### src/rtl/dport_auxreq_pkg.sv
// Shared codes for the DisplayPort AUX request sequencer and its AUX engine.
// Latency: n/a (constants, types and a pure helper function).
// Backpressure: n/a.
package dport_auxreq_pkg;

    // AUX native command nibbles
    localparam logic [3:0] CMD_NATIVE_WR = 4'h8;
    localparam logic [3:0] CMD_NATIVE_RD = 4'h9;

    // Reply byte0[5:4]; any value with bit 5 set is a DEFER
    localparam logic [1:0] RPL_ACK  = 2'b00;
    localparam logic [1:0] RPL_NACK = 2'b01;

    // auxctrl / auxstat bit positions
    localparam int CTRL_GO_BIT   = 31;
    localparam int STAT_IDLE_BIT = 31;
    localparam int STAT_TMO_BIT  = 8;

    typedef enum logic [1:0] {
        ERR_OK    = 2'd0,
        ERR_NACK  = 2'd1,
        ERR_RETRY = 2'd2,
        ERR_SHORT = 2'd3
    } err_t;

    typedef enum logic [3:0] {
        S_IDLE, S_FILL, S_GO, S_SETTLE, S_WAIT,
        S_RDHDR, S_RDDATA, S_BACKOFF, S_FIN
    } state_t;

    // Transmit buffer byte k: 4-byte header followed by the write payload
    function automatic logic [7:0] tx_byte(input logic [3:0]  cmd,
                                           input logic [19:0] addr,
                                           input logic [1:0]  nb,
                                           input logic [31:0] wd,
                                           input logic [2:0]  k);
        case (k)
            3'd0:    tx_byte = {cmd, addr[19:16]};
            3'd1:    tx_byte = addr[15:8];
            3'd2:    tx_byte = addr[7:0];
            3'd3:    tx_byte = {6'b0, nb};
            default: tx_byte = wd[{k[1:0], 3'b000} +: 8];
        endcase
    endfunction

endpackage

### src/rtl/dport_auxreq_if.sv
// Request and AUX-engine buffer signals of the AUX request sequencer.
// Latency: n/a (wiring only).
// Backpressure: buffer accesses are req/ack; requests are gated by busy.
interface dport_auxreq_if;
    logic        start;
    logic [3:0]  cmd;
    logic [19:0] addr;
    logic [1:0]  nbytes;
    logic [31:0] wdata;
    logic        busy;
    logic        done;
    logic [1:0]  err;
    logic [31:0] rdata;
    logic [31:0] auxctrl;
    logic [31:0] auxstat;
    logic [4:0]  aux_addr;
    logic [31:0] aux_wdata;
    logic        aux_req;
    logic        aux_wr;
    logic        aux_ack;
    logic [31:0] aux_rdata;

    // Sequencer side
    modport slave (
        input  start, cmd, addr, nbytes, wdata, auxstat, aux_ack, aux_rdata,
        output busy, done, err, rdata, auxctrl, aux_addr, aux_wdata, aux_req, aux_wr
    );

    // Requester plus AUX engine side
    modport master (
        output start, cmd, addr, nbytes, wdata, auxstat, aux_ack, aux_rdata,
        input  busy, done, err, rdata, auxctrl, aux_addr, aux_wdata, aux_req, aux_wr
    );
endinterface

### src/rtl/dport_auxreq.sv
// Sequences one AUX native read/write: fill buffer, kick engine, parse reply, retry on defer/timeout.
// Latency: several cycles per buffer byte plus engine time; BACKOFF idle cycles between retries.
// Backpressure: start accepted only while busy=0; one buffer access outstanding, held until aux_ack.
module dport_auxreq
    import dport_auxreq_pkg::*;
#(
    parameter int RETRIES = 7,
    parameter int BACKOFF = 50000
) (
    input logic           clk,
    input logic           rstn,
    dport_auxreq_if.slave bus
);

    localparam int            BW      = (BACKOFF > 1) ? $clog2(BACKOFF) : 1;
    localparam logic [BW-1:0] BO_LAST = BW'(BACKOFF - 1);
    localparam logic [3:0]    RT_MAX  = 4'(RETRIES);

    state_t        state;
    logic          sync_pend;   // engine may still be running a transaction we abandoned in reset
    logic          busy_q, done_q, aux_req_q, aux_wr_q;
    err_t          err_q;
    logic [31:0]   rdata_q, rbuf, auxctrl_q, aux_wdata_q;
    logic [4:0]    aux_addr_q, last_q, rlen_q;
    logic [3:0]    cmd_q, attempts;
    logic [19:0]   addr_q;
    logic [1:0]    nb_q;
    logic [31:0]   wdata_q;
    logic [2:0]    idx;
    logic [BW-1:0] bcnt;

    logic        aux_idle, aux_tmo, unused_bits;
    logic [31:0] go_word, rbuf_nx;
    logic [1:0]  ridx;
    logic [1:0]  rpl;

    assign aux_idle    = bus.auxstat[STAT_IDLE_BIT];
    assign aux_tmo     = bus.auxstat[STAT_TMO_BIT];
    assign unused_bits = ^{bus.auxstat[30:9], bus.auxstat[7:5], bus.aux_rdata[31:8]};
    assign go_word     = {1'b1, 26'b0, last_q};
    assign ridx        = idx[1:0] - 2'd1;
    assign rpl         = bus.aux_rdata[5:4];

    assign bus.busy      = busy_q;
    assign bus.done      = done_q;
    assign bus.err       = err_q;
    assign bus.rdata     = rdata_q;
    assign bus.auxctrl   = auxctrl_q;
    assign bus.aux_addr  = aux_addr_q;
    assign bus.aux_wdata = aux_wdata_q;
    assign bus.aux_req   = aux_req_q;
    assign bus.aux_wr    = aux_wr_q;

    // Read assembly buffer with the byte arriving on this ack merged in
    always_comb begin
        rbuf_nx = rbuf;
        rbuf_nx[{ridx, 3'b000} +: 8] = bus.aux_rdata[7:0];
    end

    // Request sequencer
    always_ff @(posedge clk or negedge rstn) begin
        if (!rstn) begin
            state       <= S_IDLE;
            sync_pend   <= 1'b1;
            busy_q      <= 1'b0;
            done_q      <= 1'b0;
            err_q       <= ERR_OK;
            rdata_q     <= '0;
            rbuf        <= '0;
            auxctrl_q   <= '0;
            aux_addr_q  <= '0;
            aux_wdata_q <= '0;
            aux_req_q   <= 1'b0;
            aux_wr_q    <= 1'b0;
            cmd_q       <= '0;
            addr_q      <= '0;
            nb_q        <= '0;
            wdata_q     <= '0;
            last_q      <= '0;
            rlen_q      <= '0;
            attempts    <= '0;
            idx         <= '0;
            bcnt        <= '0;
        end else begin
            done_q <= 1'b0;
            case (state)
                S_IDLE: begin
                    if (sync_pend) begin
                        busy_q    <= !aux_idle;
                        sync_pend <= !aux_idle;
                    end else if (bus.start) begin
                        cmd_q    <= bus.cmd;
                        addr_q   <= bus.addr;
                        nb_q     <= bus.nbytes;
                        wdata_q  <= bus.wdata;
                        last_q   <= (bus.cmd == CMD_NATIVE_WR) ? 5'd4 + {3'b0, bus.nbytes} : 5'd3;
                        attempts <= '0;
                        idx      <= '0;
                        busy_q   <= 1'b1;
                        state    <= S_FILL;
                    end
                end
                S_FILL: begin
                    if (!aux_req_q) begin
                        aux_req_q   <= 1'b1;
                        aux_wr_q    <= 1'b1;
                        aux_addr_q  <= {2'b0, idx};
                        aux_wdata_q <= {24'b0, tx_byte(cmd_q, addr_q, nb_q, wdata_q, idx)} << {idx[1:0], 3'b000};
                    end else if (bus.aux_ack) begin
                        aux_req_q <= 1'b0;
                        aux_wr_q  <= 1'b0;
                        if (idx == last_q[2:0]) begin
                            auxctrl_q <= go_word;
                            attempts  <= attempts + 4'd1;
                            state     <= S_GO;
                        end else begin
                            idx <= idx + 3'd1;
                        end
                    end
                end
                S_GO: begin
                    auxctrl_q <= '0;
                    state     <= S_SETTLE;
                end
                S_SETTLE: state <= S_WAIT;
                S_WAIT: begin
                    if (aux_idle) begin
                        rlen_q <= bus.auxstat[4:0];
                        if (aux_tmo) begin
                            if (attempts == RT_MAX) begin
                                state <= S_FIN; done_q <= 1'b1; busy_q <= 1'b0; err_q <= ERR_RETRY;
                            end else begin
                                state <= S_BACKOFF; bcnt <= '0;
                            end
                        end else begin
                            idx   <= '0;
                            state <= S_RDHDR;
                        end
                    end
                end
                S_RDHDR: begin
                    if (!aux_req_q) begin
                        aux_req_q  <= 1'b1;
                        aux_wr_q   <= 1'b0;
                        aux_addr_q <= '0;
                    end else if (bus.aux_ack) begin
                        aux_req_q <= 1'b0;
                        if (rpl == RPL_NACK) begin
                            state <= S_FIN; done_q <= 1'b1; busy_q <= 1'b0; err_q <= ERR_NACK;
                        end else if (rpl[1]) begin
                            if (attempts == RT_MAX) begin
                                state <= S_FIN; done_q <= 1'b1; busy_q <= 1'b0; err_q <= ERR_RETRY;
                            end else begin
                                state <= S_BACKOFF; bcnt <= '0;
                            end
                        end else if (cmd_q == CMD_NATIVE_WR) begin
                            state <= S_FIN; done_q <= 1'b1; busy_q <= 1'b0; err_q <= ERR_OK;
                        end else if (rlen_q >= {3'b0, nb_q} + 5'd2) begin
                            rbuf  <= '0;
                            idx   <= 3'd1;
                            state <= S_RDDATA;
                        end else begin
                            state <= S_FIN; done_q <= 1'b1; busy_q <= 1'b0; err_q <= ERR_SHORT;
                        end
                    end
                end
                S_RDDATA: begin
                    if (!aux_req_q) begin
                        aux_req_q  <= 1'b1;
                        aux_wr_q   <= 1'b0;
                        aux_addr_q <= {2'b0, idx};
                    end else if (bus.aux_ack) begin
                        aux_req_q <= 1'b0;
                        rbuf      <= rbuf_nx;
                        if (idx == {1'b0, nb_q} + 3'd1) begin
                            rdata_q <= rbuf_nx;
                            state   <= S_FIN; done_q <= 1'b1; busy_q <= 1'b0; err_q <= ERR_OK;
                        end else begin
                            idx <= idx + 3'd1;
                        end
                    end
                end
                S_BACKOFF: begin
                    // buffer header is still intact, so a retry goes straight back to GO
                    if (bcnt == BO_LAST) begin
                        auxctrl_q <= go_word;
                        attempts  <= attempts + 4'd1;
                        state     <= S_GO;
                    end else begin
                        bcnt <= bcnt + BW'(1);
                    end
                end
                S_FIN:   state <= S_IDLE;
                default: state <= S_IDLE;
            endcase
        end
    end

endmodule

### src/flat_wrapper.sv
// flat-port wrapper written by rule: the top's interface ports become plain ports
module dport_auxreq_flat import dport_auxreq_pkg::*;
#(
    parameter int RETRIES = 7,
    parameter int BACKOFF = 50000
)
  (clk, rstn, bus_start, bus_cmd, bus_addr, bus_nbytes, bus_wdata, bus_auxstat, bus_aux_ack, bus_aux_rdata, bus_busy, bus_done, bus_err, bus_rdata, bus_auxctrl, bus_aux_addr, bus_aux_wdata, bus_aux_req, bus_aux_wr);
  dport_auxreq_if bus_i ();
  input logic clk;
  input logic rstn;
  input wire logic [$bits(bus_i.start)-1:0] bus_start;
  input wire logic [$bits(bus_i.cmd)-1:0] bus_cmd;
  input wire logic [$bits(bus_i.addr)-1:0] bus_addr;
  input wire logic [$bits(bus_i.nbytes)-1:0] bus_nbytes;
  input wire logic [$bits(bus_i.wdata)-1:0] bus_wdata;
  input wire logic [$bits(bus_i.auxstat)-1:0] bus_auxstat;
  input wire logic [$bits(bus_i.aux_ack)-1:0] bus_aux_ack;
  input wire logic [$bits(bus_i.aux_rdata)-1:0] bus_aux_rdata;
  output wire logic [$bits(bus_i.busy)-1:0] bus_busy;
  output wire logic [$bits(bus_i.done)-1:0] bus_done;
  output wire logic [$bits(bus_i.err)-1:0] bus_err;
  output wire logic [$bits(bus_i.rdata)-1:0] bus_rdata;
  output wire logic [$bits(bus_i.auxctrl)-1:0] bus_auxctrl;
  output wire logic [$bits(bus_i.aux_addr)-1:0] bus_aux_addr;
  output wire logic [$bits(bus_i.aux_wdata)-1:0] bus_aux_wdata;
  output wire logic [$bits(bus_i.aux_req)-1:0] bus_aux_req;
  output wire logic [$bits(bus_i.aux_wr)-1:0] bus_aux_wr;
  assign bus_i.start = bus_start;
  assign bus_i.cmd = bus_cmd;
  assign bus_i.addr = bus_addr;
  assign bus_i.nbytes = bus_nbytes;
  assign bus_i.wdata = bus_wdata;
  assign bus_i.auxstat = bus_auxstat;
  assign bus_i.aux_ack = bus_aux_ack;
  assign bus_i.aux_rdata = bus_aux_rdata;
  assign bus_busy = bus_i.busy;
  assign bus_done = bus_i.done;
  assign bus_err = bus_i.err;
  assign bus_rdata = bus_i.rdata;
  assign bus_auxctrl = bus_i.auxctrl;
  assign bus_aux_addr = bus_i.aux_addr;
  assign bus_aux_wdata = bus_i.aux_wdata;
  assign bus_aux_req = bus_i.aux_req;
  assign bus_aux_wr = bus_i.aux_wr;
  dport_auxreq #(.RETRIES(RETRIES), .BACKOFF(BACKOFF)) u_core (.clk(clk), .rstn(rstn), .bus(bus_i));
endmodule
### config.mk
export PLATFORM = sky130hd
export DESIGN_NAME = dport_auxreq_flat
export DESIGN_NICKNAME = d
export VERILOG_FILES = /design/src/rtl/dport_auxreq_pkg.sv /design/src/rtl/dport_auxreq_if.sv /design/src/rtl/dport_auxreq.sv /design/src/flat_wrapper.sv
export SDC_FILE = /design/constraint.sdc
export NUM_CORES = 1
export LEC_CHECK = 0
export ABC_AREA = 1
export CAP_MARGIN = 20
export CORE_UTILIZATION = 58
export CTS_CLUSTER_DIAMETER = 50
export CTS_CLUSTER_SIZE = 16
export DETAILED_ROUTE_END_ITERATION = 8
export DONT_BUFFER_PORTS = 1
export GPL_ROUTABILITY_DRIVEN = 0
export PLACE_DENSITY = 0.76
export SLEW_MARGIN = 20
export SYNTH_ARGS = -nofsm -noshare
export SYNTH_HDL_FRONTEND = slang
export SYNTH_SLANG_ARGS = --single-unit
export TNS_END_PERCENT = 30
### constraint.sdc
create_clock -name clk -period 2.8 [get_ports clk]
set_input_delay 0.7 -clock clk [delete_from_list [all_inputs] [get_ports clk]]
set_output_delay 0.7 -clock clk [all_outputs]
set_load 0.03 [all_outputs]
==> qor.yml <==
status: "finished, violations left"
violations: "negative hold slack"
ctsLongestPathBuffers: 3
critPathLaunch: "u_core.idx[0]"
synth_edf_count: 0
drv_slew: 0
synth_area_per_cell_um2: 7.47
grt_usage_pct: 27.3
rows: 48
yosysUniqueCellTypes: 36
met3_length_um: 2180
htreeDepth: 1
numCtsBuffers: 25
synthTopCellsByArea: "dfrtp_1 (48%), nand2_1 (22%), nor2_1 (5.5%), nand3_1 (4.3%), inv_1 (2.6%)"
wl_met1_um: 10600
tightest_slew_ps: 653
post-place-ws_ps: 490
core_area_um2: 17400
clock_sinks: 203
tns_ps: 0
r2r_end: "u_core.bus.aux_wdata[26]"
nNetsFinal: 1532
drt_first_pass_iters: 5
synth_seq_area_share_pct: 48.6
vias: 8816
slew_headroom_pct: 56.3
vdd_ir_drop_max_mv: 0.590
nFillCells: 1561
postSynth.asyncResetShare_pct: 100
finClkSkew_ps: 16.6
yosys_warnings: 0
setup_ws_ps: 441
hpwl_um: 17000
cp.arrival_ps: 2830
final_cell_area_um2: 11300
power_density_nw_per_um2: 1000
max-cap-violations: 0
synthFlopType: "dfrtp_1"
required_ps: 3270
drt-total-wl_um: 25000
r2r_start: "u_core.idx[0]"
ios: 233
crit_type: "reg -> reg"
portBuffers: 0
syn2layout_area_growth_pct: 8.29
worstRegToRegCells: 10
instances_no_fill: 1636
grt_overflow: 0
drc: 0
cts-root-buf: "clkbuf_16"
antenna_found_initial: 0
final_hold_viol_count: 202
wl_met2_um: 11500
initial_utilization_pct: 60.0
period_minus_slack_ps: 2360
yosysTopAreaCell: "dfrtp_1"
top_layer: "met4"
synthCells: 1399
dieArea_um2: 18600
grt_pass1_vias: 8020
wl_per_cell_um: 15.3
ys_ff_latch: 203
holdWs_ps: -128
syn_area_um2: 10400
avgViaCountPerCell: 5.39
drtIter0Drc: 611
finalCritPeriodShare_pct: 84.3
start_kind: "flip-flop"
clk_pin_slew_worst_paths_ps: 70
place_area_um2: 10500
hold_path_class: "in -> async"
end_kind: "flip-flop"
ant_nets: 0
rsz0062_at_grt: "no"
die-width_um: 136
final_cell_mix: "nand2_1 (609), dfrtp_1 (202), nor2_1 (152)"
drive_gt1_share_pct: 6.73
grt_max_degree: 204
final_common_cell: "nand2_1"
reg2reg_slack_ps: 440
clock_latency_ps: 530
dp_cells: 1591
seq_area_um2: 5080
p_leak_nw: 5.84
num_antenna_cells: 0
grt_pass1_wl_um: 40200
fmax_ghz: 0.424
setup_violations: 0
yosysTopAreaCellShare_pct: 48.4
multi_input_comb_area_um2: 4680
die_h_um: 136
cp_max_fo: 11
cts_tree: "done"
## synthesized netlist by cell type (6+ instances only)
cell type	instances
nor2_1	153
buf_2	19
a21oi_1	13
a22oi_1	21
nand2_1	609
o21ai_0	53
clkbuf_1	17
o21ai_1	24
nand3_1	90
buf_6	10
nand4_1	12
ha_1	13
buf_4	31
dfrtp_1	202
o21ai_2	8
xnor2_1	6
xor2_1	7
inv_1	73
## report_power, final
group | internal (mW) | switching (mW)
clock network | 1.84 | 1.40
registers | 3.66 | 0.976
logic | 1.05 | 2.40
## cells by family (layout without fill, tap and decap cells)
group / count (synthesis) / count (layout) / synth area share (%)
XOR/XNOR: 13 / 13 / 1.09
AND/OR/NAND/NOR: 885 / 885 / 33.9
buffers and inverters: 158 / 141 / 7.74
AO/OA/AOI/OAI: 124 / 124 / 6.84
multiplexers: 2 / 2 / 0.216
flip-flops: 203 / 203 / 48.6
other: 1 / 30 / 0.0359
adder cells (fa/ha/maj): 13 / 13 / 1.56
## cell type report
| type | count | area share [%] |
|---|---|---|
| clock buffer | 26 | 5.65 |
| multi-input combinational | 1067 | 41.4 |
| clock inverter | 19 | 1.85 |
| sequential | 203 | 44.9 |
| inverter | 79 | 2.62 |
| tap | 225 | 2.49 |
| timing repair buffer | 17 | 1.13 |
## worst max-delay path, stage by stage, from the launching register on
cell	delay, ps
dfrtp_1	560
inv_1	270
ha_1	310
nand2_1	120
nand4_1	220
buf_4	240
nand4_1	140
nand2_1	130
nor2_1	170
nand2_1	80
nand2_1	70
## stage by stage
| stage | utilization [%] | power [mW] |
|---|---|---|
| 2_1_floorplan | - | 7.18 |
| 3_3_place_gp | 60.1 | 7.99 |
| 3_5_place_dp | 60.1 | 8.10 |
| 4_1_cts | 65.0 | 11.4 |
| 5_1_grt | 65.0 | 12.1 |
| 6_report | 65.0 | 11.3 |
## metal layers
layer  vias to the layer above  GRT usage, %
met4                         0          9.01
met5                         -             0
li1                       4333             -
met2                       359          43.2
met1                      4074          37.2
met3                        50          6.19
## how the worst max path moves through the flow
stage / to / slack (ps) / cells past startpoint
2_1_floorplan: u_core.rbuf[11] / 130 / 11
3_3_place_gp: u_core.rbuf[4] / 480 / 8
3_5_place_dp: u_core.bus.aux_wdata[26] / 490 / 10
4_1_cts: u_core.bus.aux_wdata[26] / 450 / 10
5_1_grt: u_core.bus.aux_wdata[4] / 260 / 10
6_report: u_core.bus.aux_wdata[26] / 440 / 10
## timing repair
item,in CTS,in global routing
buffers inserted,0,0
resized for setup,0,0
endpoints found under the hold margin,202,202
## sequential cells by signal (all words and copies together), names as in the netlist, 2 cells and up
signal	flops
u_core.idx	3
u_core.bus.err	2
u_core.bus.aux_wdata	32
u_core.rlen_q	5
u_core.bus.rdata	32
u_core.wdata_q	32
u_core.bus.auxctrl	4
u_core.attempts	4
u_core.addr_q	20
u_core.bus.aux_addr	3
u_core.rbuf	32
u_core.bcnt	16
u_core.cmd_q	4
u_core.state	4
u_core.last_q	3
u_core.nb_q	2
Power figures use the tool's default switching activity.
